[src/rtl/hex_display_pkg.sv]
// Shared types and helpers for the hex display scanner.
// Latency: none (declarations only).
// Backpressure: not applicable.
package hex_display_pkg;

    localparam int DIGIT_W = 4;

    typedef logic [DIGIT_W-1:0] nibble_t;

    // Index width for a digit counter; a single digit still needs one bit.
    function automatic int idx_w(input int n);
        return (n <= 1) ? 1 : $clog2(n);
    endfunction

endpackage

[src/rtl/scan_prescaler.sv]
// Free-running divide-by-DIV counter producing a one-cycle tick on the last count.
// Latency: tick is combinational from the count register; it is high while count==DIV-1.
// Backpressure: none; the counter never stalls.
module scan_prescaler #(
    parameter int DIV = 50000
) (
    input  logic clk,
    input  logic rst_n,
    output logic tick
);

    localparam int CNT_W = (DIV <= 1) ? 1 : $clog2(DIV);

    logic [CNT_W-1:0] count;

    assign tick = (count == CNT_W'(DIV - 1));

    // Count 0..DIV-1 and wrap back to zero on the tick cycle.
    always_ff @(posedge clk) begin
        if (!rst_n) begin
            count <= '0;
        end else if (tick) begin
            count <= '0;
        end else begin
            count <= count + 1'b1;
        end
    end

endmodule

[src/rtl/hex_display_scan.sv]
// Scans a double-buffered NUM_DIGITS-nibble value onto one shared 7-segment decoder input.
// Latency: outputs are registered one cycle after the digit index / shadow value; new values appear at the next frame.
// Backpressure: none; load is a fire-and-forget strobe (last load in a frame wins). Optional macro: HEX_SCAN_LEADING_ZERO_BLANK_EN.
module hex_display_scan
    import hex_display_pkg::*;
#(
    parameter int NUM_DIGITS  = 4,
    parameter int REFRESH_DIV = 50000
) (
    input  logic                      clk,
    input  logic                      rst_n,
    input  logic [4*NUM_DIGITS-1:0]   value,
    input  logic                      load,
    output logic [3:0]                hex_out,
    output logic [NUM_DIGITS-1:0]     digit_en_n,
    output logic                      frame_start
);

    localparam int IDX_W = idx_w(NUM_DIGITS);
    localparam int VAL_W = DIGIT_W * NUM_DIGITS;

    logic                  tick;
    logic                  wrap;
    logic [IDX_W-1:0]      idx;
    logic [VAL_W-1:0]      pending;
    logic [VAL_W-1:0]      shadow;
    nibble_t               cur_nib;
    logic [NUM_DIGITS-1:0] cur_en_n;

    scan_prescaler #(
        .DIV   (REFRESH_DIV)
    ) u_prescaler (
        .clk   (clk),
        .rst_n (rst_n),
        .tick  (tick)
    );

    // A frame boundary is the tick on which the last digit hands back to digit 0.
    assign wrap = tick && (idx == IDX_W'(NUM_DIGITS - 1));

    // Digit index: step on every tick, wrap to 0 after the last digit.
    always_ff @(posedge clk) begin
        if (!rst_n) begin
            idx <= '0;
        end else if (wrap) begin
            idx <= '0;
        end else if (tick) begin
            idx <= idx + 1'b1;
        end
    end

    // Pending register: captures every load; the last one before a boundary wins.
    always_ff @(posedge clk) begin
        if (!rst_n) begin
            pending <= '0;
        end else if (load) begin
            pending <= value;
        end
    end

    // Shadow register: only changes at a frame boundary, taking a coincident load directly.
    always_ff @(posedge clk) begin
        if (!rst_n) begin
            shadow <= '0;
        end else if (wrap) begin
            shadow <= load ? value : pending;
        end
    end

`ifdef HEX_SCAN_LEADING_ZERO_BLANK_EN
    logic [IDX_W-1:0] top_nz;

    // Highest nonzero nibble of shadow; stays 0 for an all-zero value so digit 0 remains lit.
    always_comb begin
        top_nz = '0;
        for (int k = 0; k < NUM_DIGITS; k++) begin
            if (shadow[k*DIGIT_W +: DIGIT_W] != '0) begin
                top_nz = IDX_W'(k);
            end
        end
    end
`endif

    // Select the active nibble and its one-hot-low enable; leading-zero slots go dark when enabled.
    always_comb begin
        cur_nib  = '0;
        cur_en_n = '1;
        for (int k = 0; k < NUM_DIGITS; k++) begin
            if (idx == IDX_W'(k)) begin
                cur_nib     = shadow[k*DIGIT_W +: DIGIT_W];
                cur_en_n[k] = 1'b0;
            end
        end
`ifdef HEX_SCAN_LEADING_ZERO_BLANK_EN
        if (idx > top_nz) begin
            cur_en_n = '1;
        end
`endif
    end

    // Output registers: one cycle behind idx/shadow; frame_start marks the cycle after a wrap.
    always_ff @(posedge clk) begin
        if (!rst_n) begin
            hex_out     <= '0;
            digit_en_n  <= '1;
            frame_start <= 1'b0;
        end else begin
            hex_out     <= cur_nib;
            digit_en_n  <= cur_en_n;
            frame_start <= wrap;
        end
    end

endmodule
[config.mk]
export PLATFORM = sky130hd
export DESIGN_NAME = hex_display_scan
export DESIGN_NICKNAME = d
export VERILOG_FILES = /design/src/rtl/hex_display_pkg.sv /design/src/rtl/scan_prescaler.sv /design/src/rtl/hex_display_scan.sv
export SDC_FILE = /design/constraint.sdc
export NUM_CORES = 1
export LEC_CHECK = 0
export BUFFER_PORTS_ARGS = -buffer_cell sky130_fd_sc_hd__buf_4
export CORE_MARGIN = 5
export CORE_UTILIZATION = 57
export DETAILED_ROUTE_END_ITERATION = 12
export PLACE_DENSITY = 0.89
export SETUP_SLACK_MARGIN = 0.5
export SLEW_MARGIN = 15
export SYNTH_ARGS = -nofsm -noshare
export SYNTH_HDL_FRONTEND = slang
export SYNTH_SLANG_ARGS = --single-unit
[constraint.sdc]
create_clock -name clk -period 2.43 [get_ports clk]
set_input_delay 0.1215 -clock clk [delete_from_list [all_inputs] [get_ports clk]]
set_output_delay 0.1215 -clock clk [all_outputs]
set_load 0.01 [all_outputs]
Yosys cells after proc, flatten, opt, wreduce, memory -nomap -nowiden

Index checks and enable logic that the tools add are counted.
Widths: inputs -> output; s select.

$add $sub $neg: 2
Multipliers: 0
Divide/modulo/power cells: 0
$lt $le $gt $ge: 0
Eq/ne operators: 4
Shifts and indexed selects: 0
Mux-type cells: 9
Bitwise logic cells: 1
Reduce and logical (&&, ||, !) cells: 4

Operator list:

| operator              | count |
|---|---|
| $add 16x1->16 const B | 1 |
| $eq 16x16->1 const B  | 1 |
| $mux 16               | 1 |
| $mux 4                | 4 |
| $eq 2x2->1 const B    | 2 |
| $mux 1                | 4 |
| $reduce_or 2->1       | 2 |
| $add 2x1->2 const B   | 1 |
| $eq 2x1->1 const B    | 1 |
| $logic_not 2->1       | 1 |
| $logic_and 1x1->1     | 1 |
| $not 1->1             | 1 |

Flip-flop bits (word level): 59
Latch bits: 0
RAM bits: 0
Memory bits (read-only): 0
Input bits: 19
Output and inout port bits: 9
Word-level logic and storage cells: 27
Memories: 0

Longest topological paths before layout

Gate-level depths: netlist of run 1.

Depth in word-level cells: 5
Mapped depth: 7
Depth with buffers taken out: 6

Hierarchy

From an unflattened synthesis of run 1, not the netlist that was laid out.

Cells, all modules: 236
Area total of the unflattened synthesis: 2493.6 µm²

Modules (own cells, without submodules):

| module           | times used | cells an instance | area each (µm²) |
|---|---|---|---|
| hex_display_scan | 1          | 157               | 1704.1 |
| scan_prescaler   | 1          | 79                | 789.5 |

Worst setup path before layout of run 1

OpenSTA, ideal clock, no wires.

Kind: register to register
Start point: register u_prescaler.count[10]
End point: register u_prescaler.count[14]
Setup time: 0.115 ns
Arrival: 1.818 ns
Required time: 2.315 ns
Slack: 0.498 ns
Cell stages (with the launch flop): 6
Path buffers: 1
Period minus slack after synthesis: 1.932 ns
Path through: dfxtp_1 or4b_1 or4_4 nand2_1 buf_4 nor2_1

Cells in the longest elaborated chain, start to end: 2
Elaborated cells on any way between the ends: 3

Ends and longest elaborated chain:

| element                                                               | line                 | source |
|---|---|---|
| start, declared                                                       | scan_prescaler.sv:14 | `logic [CNT_W-1:0] count;` |
| start signal, assigned                                                | scan_prescaler.sv:25 | `count <= count + 1'b1;` |
| parallel branches: the longest is 2 deep, another holds $add 16x1->16 | --                   |  |

Parallel ways; which one is timed is not known.
A chain may end at the register's enable or synchronous reset.

Final worst setup path of run 1

Start point: register u_prescaler.count[12]
End point: register idx[0]

Cells in the longest elaborated chain, start to end: 3

Ends and longest elaborated chain:

| element                          | line                   | source |
|---|---|---|
| $eq 16x16->1 (*)                 | scan_prescaler.sv:16   | `assign tick = (count == CNT_W'(DIV - 1));` |
| $logic_and 1x1->1                | hex_display_scan.sv:39 | `assign wrap = tick && (idx == IDX_W'(NUM_DIGITS - 1));` |
| $reduce_or 2->1 (no source line) | --                     |  |
| end signal, assigned             | hex_display_scan.sv:48 | `idx <= idx + 1'b1;` |
| end, declared                    | hex_display_scan.sv:24 | `logic [IDX_W-1:0] idx;` |

Mark *: on every way between the ends. The rest lies on a longest branch, timed or not.

==> reports/metrics.yaml, run 1 <==
start_util_pct: 59.7
r2r_cells: 4
met2_length_um: 2410
cp-endpoint: "idx[0]"
cts.clk_slew.worst_paths_ns: 0.06
dp_hpwl_um: 3090
hold_start: "value[3]"
rows: 23
ys_top_cells_by_area: "dfxtp_1, mux2i_1, mux2_2"
yosys_warnings: 0
reg2reg_to: "idx[0]"
dr_wl_met3_um: 251
clock-root-buffer: "clkbuf_8"
hold-path-cell-count: 3
synth.largest_area_cell: "dfxtp_1"
slowest_stage: "or4_4"
netlist_top_cells_count: "dfxtp_1, mux2i_1, nand2_1, and2_1"
postSynthNetCount: 265
peakVddDrop_uv: 447
wirelength_um: 4600
met1Wirelength_um: 1860
setup-tns-final_ns: 0
cts_buffer_depth: 2
vias_per_cell: 5.39
drt_drc_violations_left: 0
period_needed_ns: 1.99
maxSlewViolCount: 0
die_h_um: 75.4
antenna_found_initial: 0
skew_ns: 0.00624
finalHoldViolations: 0
nets: 291
rsz0062_at_grt: "yes"
yosysMostFrequentCell: "dfxtp_1"
grt_pass1_vias: 1739
dp_cells: 304
clock_sinks: 59
critical_path.cell_chain: "or4b_4 > or4_4 > or3_1 > a21boi_1"
critPathKind: "reg -> reg"
reg2reg_slack_ns: 0.44
relSlewSlack_pct: 73.9
synth-seq-cells: 59
r2r-start: "u_prescaler.count[12]"
cp_slowest_stage_delay_ns: 0.58
grt_overflow_total: 0
io_buffers: 27
stdcell_count: 321
clock.fmax_ghz: 0.502
cts_buffers: 9
syn_area_um2: 2440
cts_htree_levels: 3
grt_max_degree: 46
die_area_um2: 5690
synth.top_cell.area_share_pct: 48.4
grtUsageTotal_pct: 18.5
cp_max_fo: 4
syn_area_per_cell_um2: 10.1
hold_buffers: 0
status: "completed"
ys_async_sr_fraction_pct: 0
core_area_um2: 4090
worst_slew_pin_slew_ns: 0.391
syn_inst: 241
io_pins: 28
clk_latency_ns: 0.33
ys_seq_area_share_pct: 48.4
drt_iter0_markers: 73
place_ws_ns: 0.316
p_leak_uw: 0.00123
diodes: 0
startpoint: "u_prescaler.count[12]"
ant_nets: 0
num_vias: 1729
globalplace.congestion: 0.770
cp-end-kind: "flip-flop"
cts_tree: "done"
layout-drive-gt1-share_pct: 27.7
synth-main-ff-cell: "dfxtp_1"
cp-start-kind: "flip-flop"
worst_ep_arrival_time_ns: 2.25
post_drt_wl_per_cell_um: 14.3
post_synth_num_cell_types: 36
die_x_um: 75.4
power_density_nw_per_um2: 693
grt_pass1_wl_um: 7670
critPathRequiredTime_ns: 2.69
top_layer_used: "met4"
drt_pass1_iterations: 4
setup_viol: 0
hold_path_class: "in -> reg"
layout_setup_ws_ns: 0.438
area_growth_pct: 18.9
period_share_pct: 82.0
synth-edff-count: 0
maxCapViolCount: 0
-- state kept, by name, summed over array words and instances, names as in the netlist --
register           cells
idx                    2
shadow                16
frame_start            1
hex_out                4
pending               16
u_prescaler.count     16
digit_en_n             4
-- routing by layer --
layer / up-vias / track usage, %
met2: 34 / 32.0
li1: 864 / -
met3: 7 / 8.44
met1: 824 / 19.1
met5: - / 0
met4: 0 / 8.16
-- cell type report --
type	count	area [um2]
Multi-Input combinational cell	164	1200
Sequential cell	59	1190
Fill cell	310	1180
Timing Repair Buffer	30	225
Clock buffer	14	183
Tap cell	50	62.6
Clock inverter	1	30.0
Inverter	3	11.3
-- metrics by stage --
stage / instance area, um2 / utilization (%) / power, uW / hold WS (ns)
2_1_floorplan: 2440 / - / 1070 / 0.284
3_3_place_gp: 2640 / 64.7 / 1100 / 0.429
3_5_place_dp: 2640 / 64.7 / 1110 / 0.433
4_1_cts: 2900 / 71.0 / 2030 / 0.0812
5_1_grt: 2900 / 71.0 / 2090 / 0.0985
6_report: 2900 / 71.0 / 2010 / 0.0886
-- layout by cell type, fill, tap and decap left out, drive strengths merged, types with 6 or more instances in the layout --
master   n
xor2    11
nand2   20
nor2    15
mux2    16
mux2i   20
nand4    6
buf     30
dfxtp   59
clkbuf  14
nand3    8
o21ai    8
nor2b   16
and2    19
-- power breakdown --
group | internal (uW) | switching, uW
clock | 580 | 346
sequential | 988 | 7.68
combinational | 45.7 | 43.3
total | 1610 | 397
-- kinds of logic after synthesis --
| family | Yosys count | share of synthesized area, % |
|---|---|---|
| mux | 36 | 15.6 |
| buf+inv | 18 | 3.28 |
| flops | 59 | 48.4 |
| fa+ha+maj | 5 | 2.56 |
| compound gates | 12 | 2.77 |
| simple gates | 98 | 22.7 |
| xor+xnor | 13 | 4.67 |
-- worst max-delay path, delay by kind of cell (launching register included) --
family | cells | cell delay [ns]
AO/OA/AOI/OAI | 1 | 0.14
flip-flops | 1 | 0.32
AND/OR/NAND/NOR | 3 | 1.46
-- worst min-delay path by stage --
stage                            to  slack, ns
2_1_floorplan            pending[0]       0.28
6_report                 pending[3]       0.09
4_1_cts                  pending[3]       0.08
5_1_grt                  pending[1]        0.1
3_3_place_gp   u_prescaler.count[0]       0.43
3_5_place_dp   u_prescaler.count[0]       0.43
-- repair_timing --
item                                    in CTS  in global routing
setup buffers                                2                  0
resized for setup                            9                  1
endpoints found under the setup margin      32                 33
pin swaps                                    3                  0
Power figures use the tool's default switching activity.
==> run 2, diff against run 1 <==
--- a/config.mk
+++ b/config.mk
@@ -5,11 +5,12 @@
 export SDC_FILE = /design/constraint.sdc
 export NUM_CORES = 1
 export LEC_CHECK = 0
+export ABC_AREA = 1
 export BUFFER_PORTS_ARGS = -buffer_cell sky130_fd_sc_hd__buf_4
 export CORE_MARGIN = 5
-export CORE_UTILIZATION = 57
+export CORE_UTILIZATION = 51
 export DETAILED_ROUTE_END_ITERATION = 12
-export PLACE_DENSITY = 0.89
+export PLACE_DENSITY = 0.85
 export SETUP_SLACK_MARGIN = 0.5
 export SLEW_MARGIN = 15
 export SYNTH_ARGS = -nofsm -noshare
==> constraint.sdc (replaced) <==
create_clock -name clk -period 1.6 [get_ports clk]
set_input_delay 0.08 -clock clk [delete_from_list [all_inputs] [get_ports clk]]
set_output_delay 0.08 -clock clk [all_outputs]
set_load 0.01 [all_outputs]
==> run 2 against run 1 <==
Effect of this change: clock skew increased by 0.0021 ns; clock power up 57%; hold slack lost 0.063 ns; combinational power is 65% higher; synthesized cell count increased by 32%; via count is 41% higher; fmax increased by 37%; critical path type unchanged.
==> reports/metrics.yaml, run 2 <==
ant_nets: 0
synth.largest_area_cell: "dfxtp_1"
cts_buffer_depth: 2
status: "completed"
layout_common_cells: "nor2_1, nand2_1, dfxtp_1"
skew_ns: 0.00836
synth-main-ff-cell: "dfxtp_1"
ys_top_cells_by_area: "dfxtp_1, nand2_1, nor2_1"
hold_path_class: "in -> reg"
setup_viol: 0
period_share_pct: 90.8
top_regs: "pending: 16 flops, shadow: 16 flops, u_prescaler.count: 16 flops"
drt_pass1_iterations: 5
rsz0062_at_grt: "yes"
area_growth_pct: 41.6
cts_buffers: 9
synth-seq-cells: 59
slowest_stage: "dfxtp_2"
drt_iter0_markers: 351
synth-edff-count: 0
critPathKind: "reg -> reg"
cpLargestDelayFamily: "simple AND/OR/NAND/NOR gates"
worst_ep_arrival_time_ns: 1.69
ys_async_sr_fraction_pct: 0
clock.fmax_ghz: 0.688
cp-start-kind: "flip-flop"
maxSlewViolCount: 0
core_area_um2: 4440
relSlewSlack_pct: 69.6
post_synth_num_cell_types: 25
ys_seq_area_share_pct: 49.6
peakVddDrop_uv: 728
syn_area_per_cell_um2: 7.49
p_leak_uw: 0.00138
syn_inst: 318
layout_setup_ws_ns: 0.147
vias_per_cell: 5.73
hold_buffers: 0
num_vias: 2443
cts_htree_levels: 3
start_util_pct: 53.6
cp_max_fo: 5
antenna_found_initial: 0
grt_pass1_wl_um: 10100
layout-drive-gt1-share_pct: 39.0
yosys_warnings: 0
finalHoldViolations: 0
cts_tree: "done"
clock-root-buffer: "clkbuf_8"
dp_hpwl_um: 3470
cp-end-kind: "flip-flop"
crit_path_frequent_cell: "nand2_2"
cts.clk_slew.worst_paths_ns: 0.07
io_buffers: 27
power_density_nw_per_um2: 922
period_needed_ns: 1.45
reg2reg_slack_ns: 0.15
drt_drc_violations_left: 0
wirelength_um: 7310
place_ws_ns: 0.228
postSynthNetCount: 342
die_area_um2: 6140
die_h_um: 78.3
grtUsageTotal_pct: 21.1
globalplace.congestion: 0.860
clock_sinks: 59
synth.top_cell.area_share_pct: 49.6
grt_overflow_total: 0
rows: 24
post_drt_wl_per_cell_um: 17.2
yosysMostFrequentCell: "nand2_1"
grt_pass1_vias: 2150
grt_max_degree: 36
setup-tns-final_ns: 0
netlist_top_cells_count: "nand2_1, nor2_1, dfxtp_1, nand3_1, o21ai_0"
worst_slew_pin_slew_ns: 0.456
maxCapViolCount: 0
io_pins: 28
syn_area_um2: 2380
diodes: 0
clk_latency_ns: 0.35
die_x_um: 78.3
nets: 393
critPathBufInv: 2
critical_path.cell_chain: "inv_2 > nor2_2 > nand2_2 > nor2_4 > buf_12 > nand3_4 > nand3_1 > nand2_2"
critPathRequiredTime_ns: 1.84
cp_slowest_stage_delay_ns: 0.35
run 2: cell count changes after synthesis, moves of 7 or more:
cell	before	now
nand2_1	19	73
mux2i_1	20	0
nor2_1	15	61
xor2_1	11	4
inv_1	3	19
and2_1	18	0
nor2b_1	16	0
a21oi_1	1	9
mux2_2	16	0
nand3_1	8	29
o21ai_0	8	24
run 2: tightest hold or removal path: cells and delay by family:
family	cells	cell delay (ns)
buffers and inverters	1	0.07
and+or+nand+nor	2	0.17
run 2: path summary, 6_finish.rpt:
| kind | from | cells after the start | to |
|---|---|---|---|
| hold / removal | value[15] | 3 | pending[15] |
| hold reg to reg | u_prescaler.count[0] | 1 | u_prescaler.count[0] |
| setup / recovery | u_prescaler.count[14] | 8 | shadow[0] |
| setup reg to reg | u_prescaler.count[14] | 8 | shadow[0] |
run 2: what timing repair did:
action                     in CTS  in global routing
cloned                          4                  0
pin swaps                      18                 22
gates resized for setup        39                 55
setup buffers                   9                 11
setup endpoints to repair      38                 39
run 2: power by group:
group | switching (uW) | total [uW] | internal [uW]
sequential | 15.6 | 1510 | 1500
clock | 585 | 1450 | 865
combinational | 87.0 | 147 | 59.5
total | 688 | 3110 | 2420
run 2: final cells by class:
class                      count  area [um2]
fill                         270        1070
clock inverter                 6        80.1
multi-input combinational    230        1380
clock buffer                  10         128
timing repair buffer          48         404
timing repair inverter         1        11.3
sequential                    59        1210
tap                           52        65.1
inverter                      20        95.1
run 2: per-stage QoR:
| stage | std cells | utilization (%) | power [uW] | hold slack (ns) | area, um2 |
|---|---|---|---|---|---|
| detailed placement | 386 | 59.7 | 1680 | 0.354 | 2660 |
| finish | 426 | 75.9 | 3110 | 0.0260 | 3370 |
| CTS | 415 | 70.8 | 3100 | 0.0107 | 3150 |
| floorplan | 318 | - | 1630 | 0.254 | 2460 |
| global placement | 386 | 59.7 | 1680 | 0.363 | 2660 |
| global route | 426 | 75.9 | 3220 | 0.0408 | 3370 |
run 2: cell families (layout without fill, tap and decap cells):
group	after synthesis	count (layout)	synth area share, %
and+or+nand+nor	178	181	31.6
DFF	59	59	49.6
AOI/OAI and AO/OA	39	39	8.61
buffers and inverters	32	85	5.72
adders and majority gates	5	5	2.63
xor gates and xnor gates	5	5	1.84
run 2: metal layers:
layer / vias to the layer above / routed length (um) / GRT usage, % / share of wire (%)
met5: - / 0 / 0 / 0
met1: 1104 / 2840 / 25.1 / 39
li1: 1132 / - / - / -
met3: 31 / 710 / 8.01 / 9.7
met4: 0 / 259 / 9.62 / 3.5
met2: 176 / 3500 / 34.0 / 48
==> run 3, diff against run 2 <==
--- a/config.mk
+++ b/config.mk
@@ -7,10 +7,12 @@
 export LEC_CHECK = 0
 export ABC_AREA = 1
 export BUFFER_PORTS_ARGS = -buffer_cell sky130_fd_sc_hd__buf_4
+export CELL_PAD_IN_SITES_DETAIL_PLACEMENT = 2
+export CELL_PAD_IN_SITES_GLOBAL_PLACEMENT = 2
 export CORE_MARGIN = 5
-export CORE_UTILIZATION = 51
+export CORE_UTILIZATION = 29
 export DETAILED_ROUTE_END_ITERATION = 12
-export PLACE_DENSITY = 0.85
+export PLACE_DENSITY = 0.84
 export SETUP_SLACK_MARGIN = 0.5
 export SLEW_MARGIN = 15
 export SYNTH_ARGS = -nofsm -noshare
==> run 3 against run 2 <==
Effect of this change: count of clock-buffer cells in the layout rose by 1; power fell by 2.0%; critical endpoint is now u_prescaler.count[14]; clock power is 5% lower; critical path depth fell by 1.
==> reports/metrics.yaml, run 3 (synthesis gave the netlist of run 2 again) <==
status: "completed"
grt_max_degree: 36
die_area_um2: 10100
num_vias: 2390
drt_pass1_iterations: 4
clock_sinks: 59
dp_hpwl_um: 5240
skew_ns: 0.0169
layout-drive-gt1-share_pct: 40.1
layout_common_cells: "nor2_1, nand2_1, buf_4"
core_area_um2: 8090
die_x_um: 101
area_growth_pct: 44.7
nets: 396
period_share_pct: 88.5
post_drt_wl_per_cell_um: 20.6
grt_overflow_total: 0
multi_input_area_um2: 1380
io_buffers: 27
peakVddDrop_uv: 502
finalHoldViolations: 0
placed_area_um2: 2740
cts_tree: "done"
rows: 33
critPathKind: "reg -> reg"
vias_per_cell: 4.96
wirelength_um: 9930
relSlewSlack_pct: 68.1
power_density_nw_per_um2: 884
drt_iter0_markers: 61
io_pins: 28
critPathRequiredTime_ns: 1.87
fin_area_um2: 3450
clock.fmax_ghz: 0.706
cts.clk_slew.worst_paths_ns: 0.07
hold_path_class: "in -> reg"
fillers: 918
maxCapViolCount: 0
setup-tns-final_ns: 0
worst_ep_arrival_time_ns: 1.68
globalplace.congestion: 0.739
seq_area_um2: 1210
grtUsageTotal_pct: 18.9
p_total_uw: 3050
worst_slew_pin_slew_ns: 0.477
top_regs: "pending: 16 flops, shadow: 16 flops, u_prescaler.count: 16 flops"
setup_viol: 0
cts_buffer_depth: 2
drt_drc_violations_left: 0
ant_nets: 0
die_h_um: 101
grt_pass1_vias: 2709
clock-root-buffer: "clkbuf_8"
clk_latency_ns: 0.36
cp-start-kind: "flip-flop"
cts_buffers: 9
cp-end-kind: "flip-flop"
rsz0062_at_grt: "yes"
maxSlewViolCount: 0
antenna_found_initial: 0
cp_max_fo: 5
cts_htree_levels: 3
start_util_pct: 29.4
p_leak_uw: 0.00140
mostFrequentLayoutCell: "nor2_1"
period_needed_ns: 1.42
hold_buffers: 0
grt_pass1_wl_um: 14400
diodes: 0
-- run 3: critical path: stages, from the launching register on --
cell	delay (ns)
dfxtp_4	0.37
ha_4	0.16
nand2_1	0.06
inv_1	0.11
nand2_2	0.14
nor2_4	0.15
nand3_1	0.13
a21oi_2	0.20
-- run 3: timing repair --
item	CTS	global route
pin swaps	10	22
buffers inserted	9	12
gates cloned	3	0
endpoints found under the setup margin	40	40
gates resized for setup	46	48
-- run 3: area by class of cell --
type	instances	share of cell area, %
clock buffers	11	3.81
repair inverters	1	0.327
multi-input cells	229	39.9
flip-flops and latches	59	35.2
repair buffers	52	12.5
inverters	20	2.65
well taps	105	3.81
clock inverters	5	1.85
-- run 3: power breakdown --
part	total (uW)	switching [uW]	internal, uW
clock network	1380	649	728
registers	1510	17.1	1500
logic	158	97.6	60.4
-- run 3: path summary, 6_finish.rpt --
path                        startpoint                     to  slack [ns]  depth (start not counted)
setup / recovery  u_prescaler.count[0]  u_prescaler.count[14]        0.18                          7
hold / removal                value[6]             pending[6]        0.04                          3
setup reg to reg  u_prescaler.count[0]  u_prescaler.count[14]        0.18                          7
hold reg to reg   u_prescaler.count[0]   u_prescaler.count[0]        0.47                          1
-- run 3: through the flow --
stage	util, %	worst slack, ns	hold slack, ns	instances
5_1_grt	42.6	0.00452	0.0591	482
4_1_cts	39.9	0.207	0.0371	470
2_1_floorplan	-	0.378	0.254	318
6_report	42.6	0.184	0.0425	482
3_3_place_gp	33.9	0.158	0.365	442
3_5_place_dp	33.9	0.0962	0.373	442
-- run 3: layer usage --
metal	GRT usage, %	share of wire, %	vias to the layer above
li1	-	-	1148
met1	18.9	38	1166
met2	35.3	55	52
met3	4.91	2.8	24
met4	9.95	3.4	0
met5	0	0	-
